--- config.mk ---
export PLATFORM = sky130hd
export DESIGN_NAME = calc_seq_ctrl
export DESIGN_NICKNAME = d
export VERILOG_FILES = /design/src/rtl/calc_seq_ctrl.sv
export SDC_FILE = /design/constraint.sdc
export NUM_CORES = 1
export LEC_CHECK = 0
export ABC_AREA = 1
export BUFFER_PORTS_ARGS = -buffer_cell sky130_fd_sc_hd__buf_2
export CORE_UTILIZATION = 45
export DETAILED_ROUTE_END_ITERATION = 16
export GPL_TIMING_DRIVEN = 0
export PLACE_DENSITY = 0.63
export SLEW_MARGIN = 20
export SYNTH_ARGS = -nofsm -noshare
export SYNTH_HDL_FRONTEND = slang
export SYNTH_SLANG_ARGS = --single-unit
--- constraint.sdc ---
create_clock -name clk -period 5.23 [get_ports clk]
set_input_delay 0.523 -clock clk [delete_from_list [all_inputs] [get_ports clk]]
set_output_delay 0.523 -clock clk [all_outputs]
set_load 0.05 [all_outputs]
--- src/rtl/calc_seq_ctrl.sv ---
// calc_seq_ctrl: calculator sequencer between the keypad front end and the
// display driver. Builds two signed decimal operands from strobed digits,
// latches an add/sub operator, runs the external ALU through a start/finish
// handshake, presents the result with signed-overflow detection and supports
// chained operations (result becomes operand 1).
//
// Optional feature: define ALU_TIMEOUT_EN to add an ALU watchdog. WAIT then
// gives up after TIMEOUT_CYC cycles and parks in ERROR until clear.
module calc_seq_ctrl #(
  parameter int DATA_W      = 16,
  parameter int MAX_DIGITS  = 4,
  parameter int TIMEOUT_CYC = 64
) (
  input  logic              clk,
  input  logic              nRST,
  input  logic              key_valid,
  input  logic [3:0]        key_digit,
  input  logic              op_valid,
  input  logic              op_sub,
  input  logic              eq_valid,
  input  logic              clr_valid,
  output logic [DATA_W-1:0] alu_in1,
  output logic [DATA_W-1:0] alu_in2,
  output logic              alu_sub,
  output logic              alu_start,
  input  logic [DATA_W-1:0] alu_out,
  input  logic              alu_finish,
  output logic [DATA_W-1:0] display,
  output logic              complete,
  output logic              busy,
  output logic              ovf,
  output logic              err
);

  localparam int CNT_W = $clog2(MAX_DIGITS + 1);
  localparam logic [CNT_W-1:0] MAX_CNT = CNT_W'(MAX_DIGITS);

  // Largest MAX_DIGITS-digit decimal must fit as a positive signed operand.
  if (10 ** MAX_DIGITS - 1 > 2 ** (DATA_W - 1) - 1) begin : g_bad_digits
    $error("calc_seq_ctrl: MAX_DIGITS too large for DATA_W");
  end
  if (TIMEOUT_CYC < 1) begin : g_bad_timeout
    $error("calc_seq_ctrl: TIMEOUT_CYC must be at least 1");
  end

  typedef enum logic [2:0] {
    S_ENTER1,
    S_ENTER2,
    S_ISSUE,
    S_WAIT,
    S_SHOW
`ifdef ALU_TIMEOUT_EN
    , S_ERROR
`endif
  } state_e;

  state_e              state_q, state_d;
  logic [DATA_W-1:0]   op1_q, op1_d;
  logic [DATA_W-1:0]   op2_q, op2_d;
  logic [CNT_W-1:0]    cnt1_q, cnt1_d;
  logic [CNT_W-1:0]    cnt2_q, cnt2_d;
  logic                opr_q, opr_d;      // operator for the operation being built
  logic                pend_q, pend_d;    // operator typed to chain the next operation
  logic                chain_q, chain_d;
  logic                fresh_q, fresh_d;
  logic [DATA_W-1:0]   in1_q, in1_d;
  logic [DATA_W-1:0]   in2_q, in2_d;
  logic                sub_q, sub_d;
  logic [DATA_W-1:0]   result_q, result_d;
  logic [DATA_W-1:0]   display_q, display_d;
  logic                ovf_q, ovf_d;
`ifdef ALU_TIMEOUT_EN
  localparam int TMO_W = $clog2(TIMEOUT_CYC + 1);
  logic [TMO_W-1:0]    tmo_q, tmo_d;
  logic                err_q, err_d;
`endif

  // Strobe priority: clear > equals > operator > digit.
  logic clr_s, eq_s, op_s, key_s, digit_ok;
  assign clr_s    = clr_valid;
  assign eq_s     = !clr_valid && eq_valid;
  assign op_s     = !clr_valid && !eq_valid && op_valid;
  assign key_s    = !clr_valid && !eq_valid && !op_valid && key_valid;
  assign digit_ok = (key_digit <= 4'd9);

  // Signed overflow of the ALU result against the operands it was given.
  logic in1_neg, in2_neg, res_neg, ovf_calc;
  assign in1_neg  = in1_q[DATA_W-1];
  assign in2_neg  = in2_q[DATA_W-1];
  assign res_neg  = alu_out[DATA_W-1];
  assign ovf_calc = sub_q ? ((in1_neg != in2_neg) && (res_neg != in1_neg))
                          : ((in1_neg == in2_neg) && (res_neg != in1_neg));

  function automatic logic [DATA_W-1:0] append_digit(input logic [DATA_W-1:0] v,
                                                     input logic [3:0]        d);
    return (v * DATA_W'(10)) + {{(DATA_W-4){1'b0}}, d};
  endfunction

  logic [DATA_W-1:0] op1_base;
  logic [CNT_W-1:0]  cnt1_base;

  // Next-state and datapath updates for the sequencer.
  always_comb begin
    // NOTE: every _d takes its hold value first, so no branch can leave one unassigned and infer a latch.
    state_d   = state_q;
    op1_d     = op1_q;
    op2_d     = op2_q;
    cnt1_d    = cnt1_q;
    cnt2_d    = cnt2_q;
    opr_d     = opr_q;
    pend_d    = pend_q;
    chain_d   = chain_q;
    fresh_d   = fresh_q;
    in1_d     = in1_q;
    in2_d     = in2_q;
    sub_d     = sub_q;
    result_d  = result_q;
    display_d = display_q;
    ovf_d     = ovf_q;
    op1_base  = op1_q;
    cnt1_base = cnt1_q;
`ifdef ALU_TIMEOUT_EN
    tmo_d     = tmo_q;
    err_d     = err_q;
`endif

    unique case (state_q)
      S_ENTER1: begin
        if (clr_s) begin
          state_d = S_ENTER1;
        end else if (op_s) begin
          opr_d   = op_sub;
          op2_d   = '0;
          cnt2_d  = '0;
          fresh_d = 1'b0;
          state_d = S_ENTER2;
        end else if (key_s) begin
          // After a result, a digit starts a brand-new operand 1.
          op1_base  = fresh_q ? '0 : op1_q;
          cnt1_base = fresh_q ? '0 : cnt1_q;
          op1_d     = op1_base;
          cnt1_d    = cnt1_base;
          fresh_d   = 1'b0;
          if (digit_ok && (cnt1_base < MAX_CNT)) begin
            op1_d  = append_digit(op1_base, key_digit);
            cnt1_d = cnt1_base + CNT_W'(1);
          end
          display_d = op1_d;
        end
      end

      S_ENTER2: begin
        if (clr_s) begin
          state_d = S_ENTER1;
        end else if ((eq_s || op_s) && (cnt2_q != '0)) begin
          in1_d   = op1_q;
          in2_d   = op2_q;
          sub_d   = opr_q;
          chain_d = op_s;
          if (op_s) pend_d = op_sub;
          state_d = S_ISSUE;
        end else if (op_s) begin
          opr_d = op_sub;
        end else if (key_s) begin
          if (digit_ok && (cnt2_q < MAX_CNT)) begin
            op2_d     = append_digit(op2_q, key_digit);
            cnt2_d    = cnt2_q + CNT_W'(1);
            display_d = append_digit(op2_q, key_digit);
          end
        end
      end

      S_ISSUE: begin
        ovf_d   = 1'b0;
        state_d = S_WAIT;
`ifdef ALU_TIMEOUT_EN
        tmo_d   = '0;
`endif
      end

      S_WAIT: begin
        if (alu_finish) begin
          result_d  = alu_out;
          display_d = alu_out;
          ovf_d     = ovf_calc;
          state_d   = S_SHOW;
        end
`ifdef ALU_TIMEOUT_EN
        else if (tmo_q == TMO_W'(TIMEOUT_CYC - 1)) begin
          err_d     = 1'b1;
          display_d = '0;
          state_d   = S_ERROR;
        end else begin
          tmo_d = tmo_q + TMO_W'(1);
        end
`endif
      end

      S_SHOW: begin
        display_d = result_q;
        op1_d     = result_q;
        cnt1_d    = '0;
        if (chain_q) begin
          opr_d   = pend_q;
          op2_d   = '0;
          cnt2_d  = '0;
          state_d = S_ENTER2;
        end else begin
          fresh_d = 1'b1;
          state_d = S_ENTER1;
        end
      end

`ifdef ALU_TIMEOUT_EN
      S_ERROR: begin
        if (clr_s) state_d = S_ENTER1;
      end
`endif

      default: state_d = S_ENTER1;
    endcase

    // Clear acts only where strobes are honoured; it overrides the updates above.
    if (clr_s && (state_q == S_ENTER1 || state_q == S_ENTER2
`ifdef ALU_TIMEOUT_EN
                  || state_q == S_ERROR
`endif
                 )) begin
      op1_d     = '0;
      op2_d     = '0;
      cnt1_d    = '0;
      cnt2_d    = '0;
      display_d = '0;
      ovf_d     = 1'b0;
      fresh_d   = 1'b0;
      state_d   = S_ENTER1;
`ifdef ALU_TIMEOUT_EN
      err_d     = 1'b0;
`endif
    end
  end

  // State and datapath registers.
  always_ff @(posedge clk or negedge nRST) begin
    if (!nRST) begin
      // NOTE: datapath registers are reset too, because every output must read 0 straight out of reset.
      state_q   <= S_ENTER1;
      op1_q     <= '0;
      op2_q     <= '0;
      cnt1_q    <= '0;
      cnt2_q    <= '0;
      opr_q     <= 1'b0;
      pend_q    <= 1'b0;
      chain_q   <= 1'b0;
      fresh_q   <= 1'b0;
      in1_q     <= '0;
      in2_q     <= '0;
      sub_q     <= 1'b0;
      result_q  <= '0;
      display_q <= '0;
      ovf_q     <= 1'b0;
`ifdef ALU_TIMEOUT_EN
      tmo_q     <= '0;
      err_q     <= 1'b0;
`endif
    end else begin
      // NOTE: non-blocking assignments so every register samples pre-edge values.
      state_q   <= state_d;
      op1_q     <= op1_d;
      op2_q     <= op2_d;
      cnt1_q    <= cnt1_d;
      cnt2_q    <= cnt2_d;
      opr_q     <= opr_d;
      pend_q    <= pend_d;
      chain_q   <= chain_d;
      fresh_q   <= fresh_d;
      in1_q     <= in1_d;
      in2_q     <= in2_d;
      sub_q     <= sub_d;
      result_q  <= result_d;
      display_q <= display_d;
      ovf_q     <= ovf_d;
`ifdef ALU_TIMEOUT_EN
      tmo_q     <= tmo_d;
      err_q     <= err_d;
`endif
    end
  end

  assign alu_in1   = in1_q;
  assign alu_in2   = in2_q;
  assign alu_sub   = sub_q;
  assign alu_start = (state_q == S_ISSUE);
  assign complete  = (state_q == S_SHOW);
  assign busy      = (state_q == S_ISSUE) || (state_q == S_WAIT);
  assign display   = display_q;
  assign ovf       = ovf_q;
`ifdef ALU_TIMEOUT_EN
  assign err       = err_q;
`else
  assign err       = 1'b0;
`endif

endmodule

Word level (Yosys, flattened, before mapping)
Cells that the tools add are included.
{"block": "totals", "reg_bits": 111, "output_inout_bits": 54, "elab_cells": 146}
{"block": "op_classes", "addsub": 4, "mul": 2, "magnitude_cmp": 3, "eq_ne": 26, "muxes": 61, "bitwise": 1, "reduce_logical": 34}
{"op": "16-bit two-way mux", "count": 17}
{"op": "16-bit one-hot mux with 4 select lines", "count": 1}
{"op": "3-bit two-way mux", "count": 21}
{"op": "16-bit one-hot mux with 3 select lines", "count": 1}
{"op": "16-bit by 4-bit adder with 16-bit output", "count": 2}
{"op": "16-bit by 3-bit multiplier with 15-bit output (second input constant)", "count": 2}
{"op": "16-bit one-hot mux with 2 select lines", "count": 1}
{"op": "3-bit by 2-bit != test with 1-bit output (second input constant)", "count": 10}
{"op": "3-bit one-hot mux with 5 select lines", "count": 1}
{"op": "1-bit two-way mux", "count": 14}
{"op": "4-bit by 3-bit != test with 1-bit output (second input constant)", "count": 3}
{"op": "4-bit AND reduction", "count": 3}
{"op": "3-bit nonzero test", "count": 4}
{"op": "1-bit logical AND", "count": 11}
{"op": "10-bit AND reduction", "count": 1}
{"op": "3-bit one-hot mux with 3 select lines", "count": 1}
{"op": "9-bit AND reduction", "count": 1}
{"op": "3-bit by 1-bit adder with 3-bit output (second input constant)", "count": 2}
{"op": "3-bit by 2-bit == test with 1-bit output (second input constant)", "count": 2}
{"op": "3-bit < comparator (second input constant)", "count": 2}
{"op": "2-bit != test (second input constant)", "count": 3}
{"op": "3-bit one-hot mux with 2 select lines", "count": 1}
{"op": "3-bit AND reduction", "count": 2}
{"op": "5-bit AND reduction", "count": 1}
{"op": "17 further kinds", "count": 24}

Longest topological paths before layout
Gate-level depths: netlist of the first run.
{"block": "logic_depth", "word_depth": 10, "depth_mapped": 25, "depth_no_buf": 25}

Worst setup path after synthesis of the first run
Ideal clock, no wire load.
{"block": "synth_path", "kind": "reg-to-reg", "from": "register fresh_q", "to": "register display_q[15], in the netlist display[15]", "setup_time_ns": 0.118, "arrival_ns": 2.817, "t_required_ns": 5.112, "slack_ns": 2.295, "path_stages_with_launch": 20, "n_path_buf": 2, "path_cell_list": "dfrtp_1 -> clkbuf_1 -> clkbuf_1 -> nor2_1 -> ha_1 -> ha_1 -> nand2_1 -> inv_1 -> a21oi_1 -> nand3_1 -> nand2_1 -> nand2_1 -> nor2_2 -> nand4_1 -> nand2_1 -> nand2_1 -> nand2_1 -> nand2_1 -> nand2_1 -> nand2_1"}
{"block": "synth_via", "elab_chain_cells": 9, "word_cells_on_any_way": 12, "cone_classes": "add/sub (1); mul (1); order compare (1); mux (8); reduce/logical (1)"}
{"item": "start, declared", "line": "65", "rtl": "logic fresh_q, fresh_d;"}
{"item": "start signal, assigned", "line": "276", "rtl": "fresh_q <= fresh_d;"}
{"item": "16-bit two-way mux / 3-bit two-way mux (equally long branches)", "line": "139, 140"}
{"item": "16-bit by 3-bit multiplier with 15-bit output / 3-bit < comparator (equally long branches)", "line": "96, 144"}
{"item": "16-bit by 4-bit adder with 16-bit output / 1-bit logical AND (equally long branches)", "line": "96, 144"}
{"item": "16-bit two-way mux (*)", "line": "144", "rtl": "if (digit_ok && (cnt1_base < MAX_CNT)) begin"}
{"item": "16-bit two-way mux (*)", "line": "137", "rtl": "end else if (key_s) begin"}
{"item": "16-bit two-way mux (*)", "line": "131", "rtl": "end else if (op_s) begin"}
{"item": "16-bit two-way mux (*)", "line": "129", "rtl": "if (clr_s) begin"}
{"item": "16-bit one-hot mux with 4 select lines (*)", "line": "127", "rtl": "unique case (state_q)"}
{"item": "16-bit two-way mux (*)", "line": "224", "rtl": "if (clr_s && (state_q == S_ENTER1 || state_q == S_ENTER2"}
{"item": "end signal, assigned", "line": "281", "rtl": "display_q <= display_d;"}
{"item": "end, declared", "line": "70", "rtl": "logic [DATA_W-1:0] display_q, display_d;"}
Mark *: on every way between the ends. The rest lies on a longest branch, timed or not. The select of a mux whose other input is x is not followed.
A chain may end at the register's enable or synchronous reset.

Worst setup path in the final report of the first run
{"block": "layout_path", "from": "register fresh_q", "to": "register display_q[14], in the netlist display[14]"}
Same word-level chain as after synthesis.

==> results.toml, run 1 <==
[floorplanning]
start_util_pct = 46.5
coreArea_sq_um = 16000
ios = 82
fp.dieH_microns = 131
rows = 46
chipWidth_microns = 131
dieArea_sq_um = 17000

[synthesis]
syn_area_sq_um = 7440
ys_types = 49
ys_seq_elements = 111
yosysWarnings = 0
syn_nets = 1122
async_flop_share_pct = 100
syn_area_per_cell_sq_um = 7.12
ys_seq_area_share_pct = 37.4
synth-main-ff-cell = "dfrtp_1"
synth_edf_count = 0
synthCells = 1044

[pwr]
peakVddDrop_mv = 0.364
p_leak_uw = 0.00451
p_per_area_nw_per_um2 = 623

[grt]
grt_start_max_net_pins = 72
antenna_found_initial = 0
grt_pass1_vias = 6439
grt_pass1_wl_microns = 33900
grt_usage_pct = 26.4
overflow = 0

[placement]
dpl.hpwl_microns = 16800
place_ws_ps = 1660
dpl-instance-area_sq_um = 8140
port_buffers = 80
gp_congestion = 0.832
dp_cells = 1341

[timing]
post-route-period-util_pct = 69.9
fin_skew_ps = 7.31
setup_slack_ps = 1570
fin_crit_ps = 3660
slew_violations = 0
fmaxAchievable_mhz = 274
timing_hold_violations_final = 0
slew-limit-headroom_pct = 60.3
fin_setup_tns_ps = 0
rsz0062_at_grt = "no"
setup_viol = 0
worst_pin_slew_ps = 595

[setup_path]
r2r_cells = 20
rr_startpoint = "fresh_q"
crit_path_end_kind = "flop"
cp.required_ps = 5490
startpoint_type = "flop"
crit_arrival_ps = 3910
critPathMaxFanout = 10
path_class = "reg -> reg"
cp-startpoint = "fresh_q"

[cts]
cts_max_path_buffers = 2
holdBufCountCts = 0
clk_pin_slew_worst_paths_ps = 80
post_cts_resized = 0
numCtsBuffers = 9
clkLatencyLatePin_ps = 360
htreeDepth = 3
clkSinkCount = 111
tritoncts = "yes"
cts_root_buffer = "clkbuf_16"
post_cts_buffers = 0

[detailed_routing]
routed_wl_microns = 21200
drt_iter0_drc = 559
via_count = 7129
wl_per_cell_microns = 15.7
viasPerCell = 5.25
drc = 0
antenna_left = 0
firstDrtPassIters = 5

[cells_and_area]
layout_commonest_cell = "nand2_1"
drive_above_1_share_pct = 12.7
design_area_sq_um = 8420
area_delta_synth_final_pct = 13.3
final_nets = 1214
num-fill-cells = 1657
mostFrequentLayoutCells = "nand2_1 (299), inv_1 (149), dfrtp_1 (111)"
antenna_cells = 0
final_cells = 1357

[status]
outcome = "finished, final reports clean"

[worst_hold_path]
min-delay-path-class = "in -> async"

[run]
cap_violations = 0
==> worst max-delay path: stages, from the launching register on <==
cell      delay [ps]
dfrtp_1          440
clkbuf_1         400
clkbuf_1         390
nor2_1           180
ha_1             320
ha_1             350
nand2_1          120
nor2_1           120
nand3_1          110
nand2_1           90
nand2_1           50
nand2_1          120
nand2_1           80
nor2_2           200
nand3_1          100
nand2_1           80
nand2_1           50
nand2_1          100
nand2_1           70
nand3_1          120
nand2_1           60
==> state kept, by name (all words and copies together), names as in the netlist <==
register,flops
alu_in1,16
alu_in2,16
alu_sub,1
chain_q,1
cnt1_q,3
cnt2_q,3
display,16
fresh_q,1
op1_q,16
op2_q,16
opr_q,1
ovf,1
pend_q,1
result_q,16
state_q,3
==> power by group <==
| part | switching (uW) | internal, uW |
|---|---|---|
| Combinational | 2300 | 904 |
| Clock | 347 | 329 |
| Sequential | 182 | 1190 |
| Total | 2830 | 2420 |
==> layout make-up <==
cell class | instances | area, sq um | area share, %
well taps | 216 | 270 | 3.21
flip-flops and latches | 111 | 2780 | 33.0
repair buffers | 81 | 434 | 5.16
clock inverters | 7 | 56.3 | 0.669
plain buffers | 28 | 123 | 1.46
clock buffers | 9 | 225 | 2.67
inverters | 160 | 601 | 7.13
multi-input cells | 745 | 3940 | 46.7
==> cell families after synthesis <==
| kind of cell | count (synthesis) | share of synthesized area, % |
|---|---|---|
| and+or+nand+nor | 488 | 27.6 |
| other | 1 | 0.0504 |
| xor gates and xnor gates | 12 | 1.51 |
| adders and majority gates | 50 | 8.72 |
| AOI/OAI and AO/OA | 194 | 15.1 |
| DFF | 111 | 37.4 |
| buffers and inverters | 188 | 9.73 |
==> per-layer routing <==
layer	GRT usage [%]	vias up	wire length [microns]
li1	-	3579	-
met1	41.3	3306	11000
met2	37.9	224	8720
met3	4.93	20	1270
met4	4.39	0	243
met5	0	-	0
==> worst paths after layout <==
kind / to / slack [ps]
worst max-delay path: display[14] / 1570
worst max register to register: display[14] / 1570
max in group asynchronous: state_q[0] / 4470
min in group clk: result_q[2] / 400
worst min-delay path: alu_in2[10] / 60
worst min register to register: display[13] / 480
==> cells in the mapped netlist, types with 9 or more instances <==
cell type,n,area [sq um]
nand2_1,299,1120
dfrtp_1,111,2780
nor2_2,9,56.3
o22ai_1,26,163
buf_2,11,55.1
nor2_1,81,304
o21ai_0,85,425
ha_1,47,588
inv_2,9,33.8
a21oi_1,40,200
nand3_1,67,335
nand4_1,9,56.3
clkbuf_1,16,60.1
inv_1,149,559
a211oi_1,11,82.6
==> through the flow <==
step / utilization (%) / power [uW] / hold WS [ps]
finish: 52.6 / 5250 / 62.8
global route: 52.6 / 5700 / 70.6
CTS: 52.6 / 5240 / 71.4
detailed placement: 50.9 / 4550 / 462
global placement: 50.7 / 4520 / 457
floorplan: - / 3720 / 227
Power figures use the tool's default switching activity.
==> run 2: changes to the inputs <==
ABC_AREA = 0   (was 1)
clock period = 3.67 ns   (was 5.23 ns; I/O delays follow)
==> run 2 against run 1 <==
Flip-flop and latch count is the same. Worst setup slack lost 1500 ps. Die area shrank 2.5%. Count of clock-buffer cells in the layout grew 2. Cell area grew 1.4%. Critical path depth shrank 9. Cell count shrank 15%. Clock power grew 63%. Clock skew grew 3.4 ps. Wire length is essentially flat.
==> results.toml, run 2 <==
[status]
outcome = "finished, final reports clean"

[cells_and_area]
drive_above_1_share_pct = 18.8
layout_commonest_cell = "nand2_1"
mostFrequentLayoutCells = "nand2_1 (182), dfrtp_1 (108), buf_2 (79)"
final_util_pct = 53.9
final_nets = 1010
antenna_cells = 0
area_delta_synth_final_pct = 17.8

[pwr]
peakVddDrop_mv = 0.503
p_per_area_nw_per_um2 = 824
pwr-share-seq_pct = 27.6
power_uw = 7040
clkPwrFrac_pct = 15.6
p_leak_uw = 0.00430
swShare_pct = 49.2
internal-power_uw = 3570
comb_power_share_pct = 56.8
p_sw_uw = 3460

[cts]
cts_max_path_buffers = 2
clk_pin_slew_worst_paths_ps = 80
htreeDepth = 3
clkLatencyLatePin_ps = 360
cts_root_buffer = "clkbuf_16"
numCtsBuffers = 9
tritoncts = "yes"
clkSinkCount = 111

[synthesis]
ys_types = 71
ys_seq_area_share_pct = 38.3
yosysWarnings = 0
ys_seq_elements = 111
synth_area_leaders = "dfrtp_1 (38%), nand2_1 (9.4%), ha_1 (8.1%), xnor2_1 (4.6%), o21ai_0 (3.7%)"
synthCells = 826
synth_edf_count = 0
synth_top_area_cell = "dfrtp_1"
syn_nets = 904
yosysMostFrequentCell = "nand2_1"
synth_common_cells = "nand2_1 (182), dfrtp_1 (111), o21ai_0 (54)"
synth_top_area_share_pct = 38.3
synth-main-ff-cell = "dfrtp_1"
async_flop_share_pct = 100
syn_area_sq_um = 7250
syn_area_per_cell_sq_um = 8.77

[grt]
grt_usage_pct = 26.5
grt_pass1_vias = 5809
grt_pass1_wl_microns = 32900
grt_start_max_net_pins = 78
antenna_found_initial = 0
overflow = 0

[detailed_routing]
via_count = 6461
firstDrtPassIters = 5
antenna_left = 0
drc = 0
wl_per_cell_microns = 18.4
drt_iter0_drc = 596
viasPerCell = 5.60
routed_wl_microns = 21200

[timing]
slew_violations = 0
fin_crit_ps = 3570
worst_pin_slew_ps = 1040
setup_slack_ps = 99.4
fin_skew_ps = 10.7
fmaxAchievable_mhz = 280
post-route-period-util_pct = 97.3
setup_viol = 0
slew-limit-headroom_pct = 30.4
timing_hold_violations_final = 0

[floorplanning]
rows = 46
start_util_pct = 45.8
fp.dieH_microns = 129
ios = 82
coreArea_sq_um = 15800
dieArea_sq_um = 16600
chipWidth_microns = 129

[setup_path]
critPathMaxFanout = 5
path_common_cell = "ha_1"
cpLargestDelayFamily = "adder cells"
critPathSlowestCell = "fa_2"
cp.required_ps = 3900
startpoint_type = "flop"
worstPathCellList = "ha_1 > ha_1 > fa_2 > nand3b_1 > mux2i_2 > nand4_2 > a2111oi_4 > and3b_2 > mux2_1 > nor3_2 > o31ai_2"
path_buf_inv = 0
worst_path_largest_cell_delay_ps = 610
crit_path_end_kind = "flop"
crit_arrival_ps = 3800
path_class = "reg -> reg"

[placement]
gp_congestion = 0.948
dpl.hpwl_microns = 16000
port_buffers = 80
place_ws_ps = -1060

[run]
cap_violations = 0

[worst_hold_path]
min-delay-path-class = "in -> reg"
-- run 2: cell types whose count changed in the layout (fill, tap and decap cells not counted), sizes merged, moves of 17 or more --
cell,change
inv,-139
o21ai,-36
nand2,-121
mux2,+20
nor2b,+17
nor2,-53
xnor2,+32
nand3,-54
o22ai,-20
-- run 2: power groups by stage --
stage / combinational, uW / clock, uW / sequential (uW)
final: 4000 / 1100 / 1940
after global routing: 4340 / 1150 / 1980
after CTS: 3840 / 1110 / 1940
after detailed placement: 3770 / 0 / 1950
after global placement: 3750 / 0 / 1940
after floorplan: 2290 / 0 / 2370
-- run 2: cells by family (layout without fill, tap and decap cells) --
group,after synthesis,in the layout,synth area share [%]
other cells,1,1,0.0518
mux,30,30,4.49
simple gates,324,324,20.6
xor+xnor,53,53,6.41
buf+inv,59,170,3.13
compound gates,197,197,17.9
flops,111,111,38.3
fa+ha+maj,51,51,9.08
-- run 2: worst paths after layout --
kind,slack (ps),start,to,depth (start not counted)
setup / recovery,100,op2_q[1],display[15],11
hold / removal,260,alu_out[3],result_q[3],2
setup reg to reg,100,op2_q[1],display[15],11
hold reg to reg,470,alu_in1[5],alu_in1[5],2
max in group asynchronous,2510,nRST,fresh_q,3
min in group asynchronous,450,nRST,alu_in2[6],2
-- run 2: worst reg2reg max path, cell delays in order, from the launching register on --
cell       delay, ps
dfrtp_2          460
ha_1             310
ha_1             230
fa_2             610
nand3b_1         130
mux2i_2          260
nand4_2          200
a2111oi_4        380
and3b_2          250
mux2_1           360
nor3_2           200
o31ai_2           70
-- run 2: through the flow --
stage	hold slack [ps]	instances	setup TNS, ps	area (sq um)
2_1_floorplan	71.4	826	0	7250
3_3_place_gp	455	1122	-7710	7920
3_5_place_dp	283	1123	-7790	7950
4_1_cts	251	1141	0	8350
5_1_grt	252	1153	-39.4	8540
6_report	256	1153	0	8540
-- run 2: area by class of cell --
type | instances | area, sq um
plain buffers | 35 | 164
clock buffers | 11 | 243
clock inverters | 5 | 88.8
multi-input cells | 656 | 4350
well taps | 216 | 270
fillers | 1531 | 7290
flip-flops and latches | 111 | 2780
inverters | 22 | 82.6
repair buffers | 97 | 557
-- run 2: layer usage --
| metal | global-route usage (%) | vias to the layer above | share of wire [%] |
|---|---|---|---|
| met1 | 40.7 | 3075 | 49 |
| met4 | 6.71 | 0 | 1.7 |
| met3 | 4.62 | 28 | 6.8 |
| met5 | 0 | - | 0 |
| met2 | 38.1 | 239 | 42 |
| li1 | - | 3119 | - |
-- run 2: repair_timing --
action,in CTS,in global routing
hold buffers,1,0
cloned,0,0
setup endpoints to repair,15,9
setup buffers,2,13
resized for setup,14,26
pin swaps,5,16
endpoints found under the hold margin,34,0
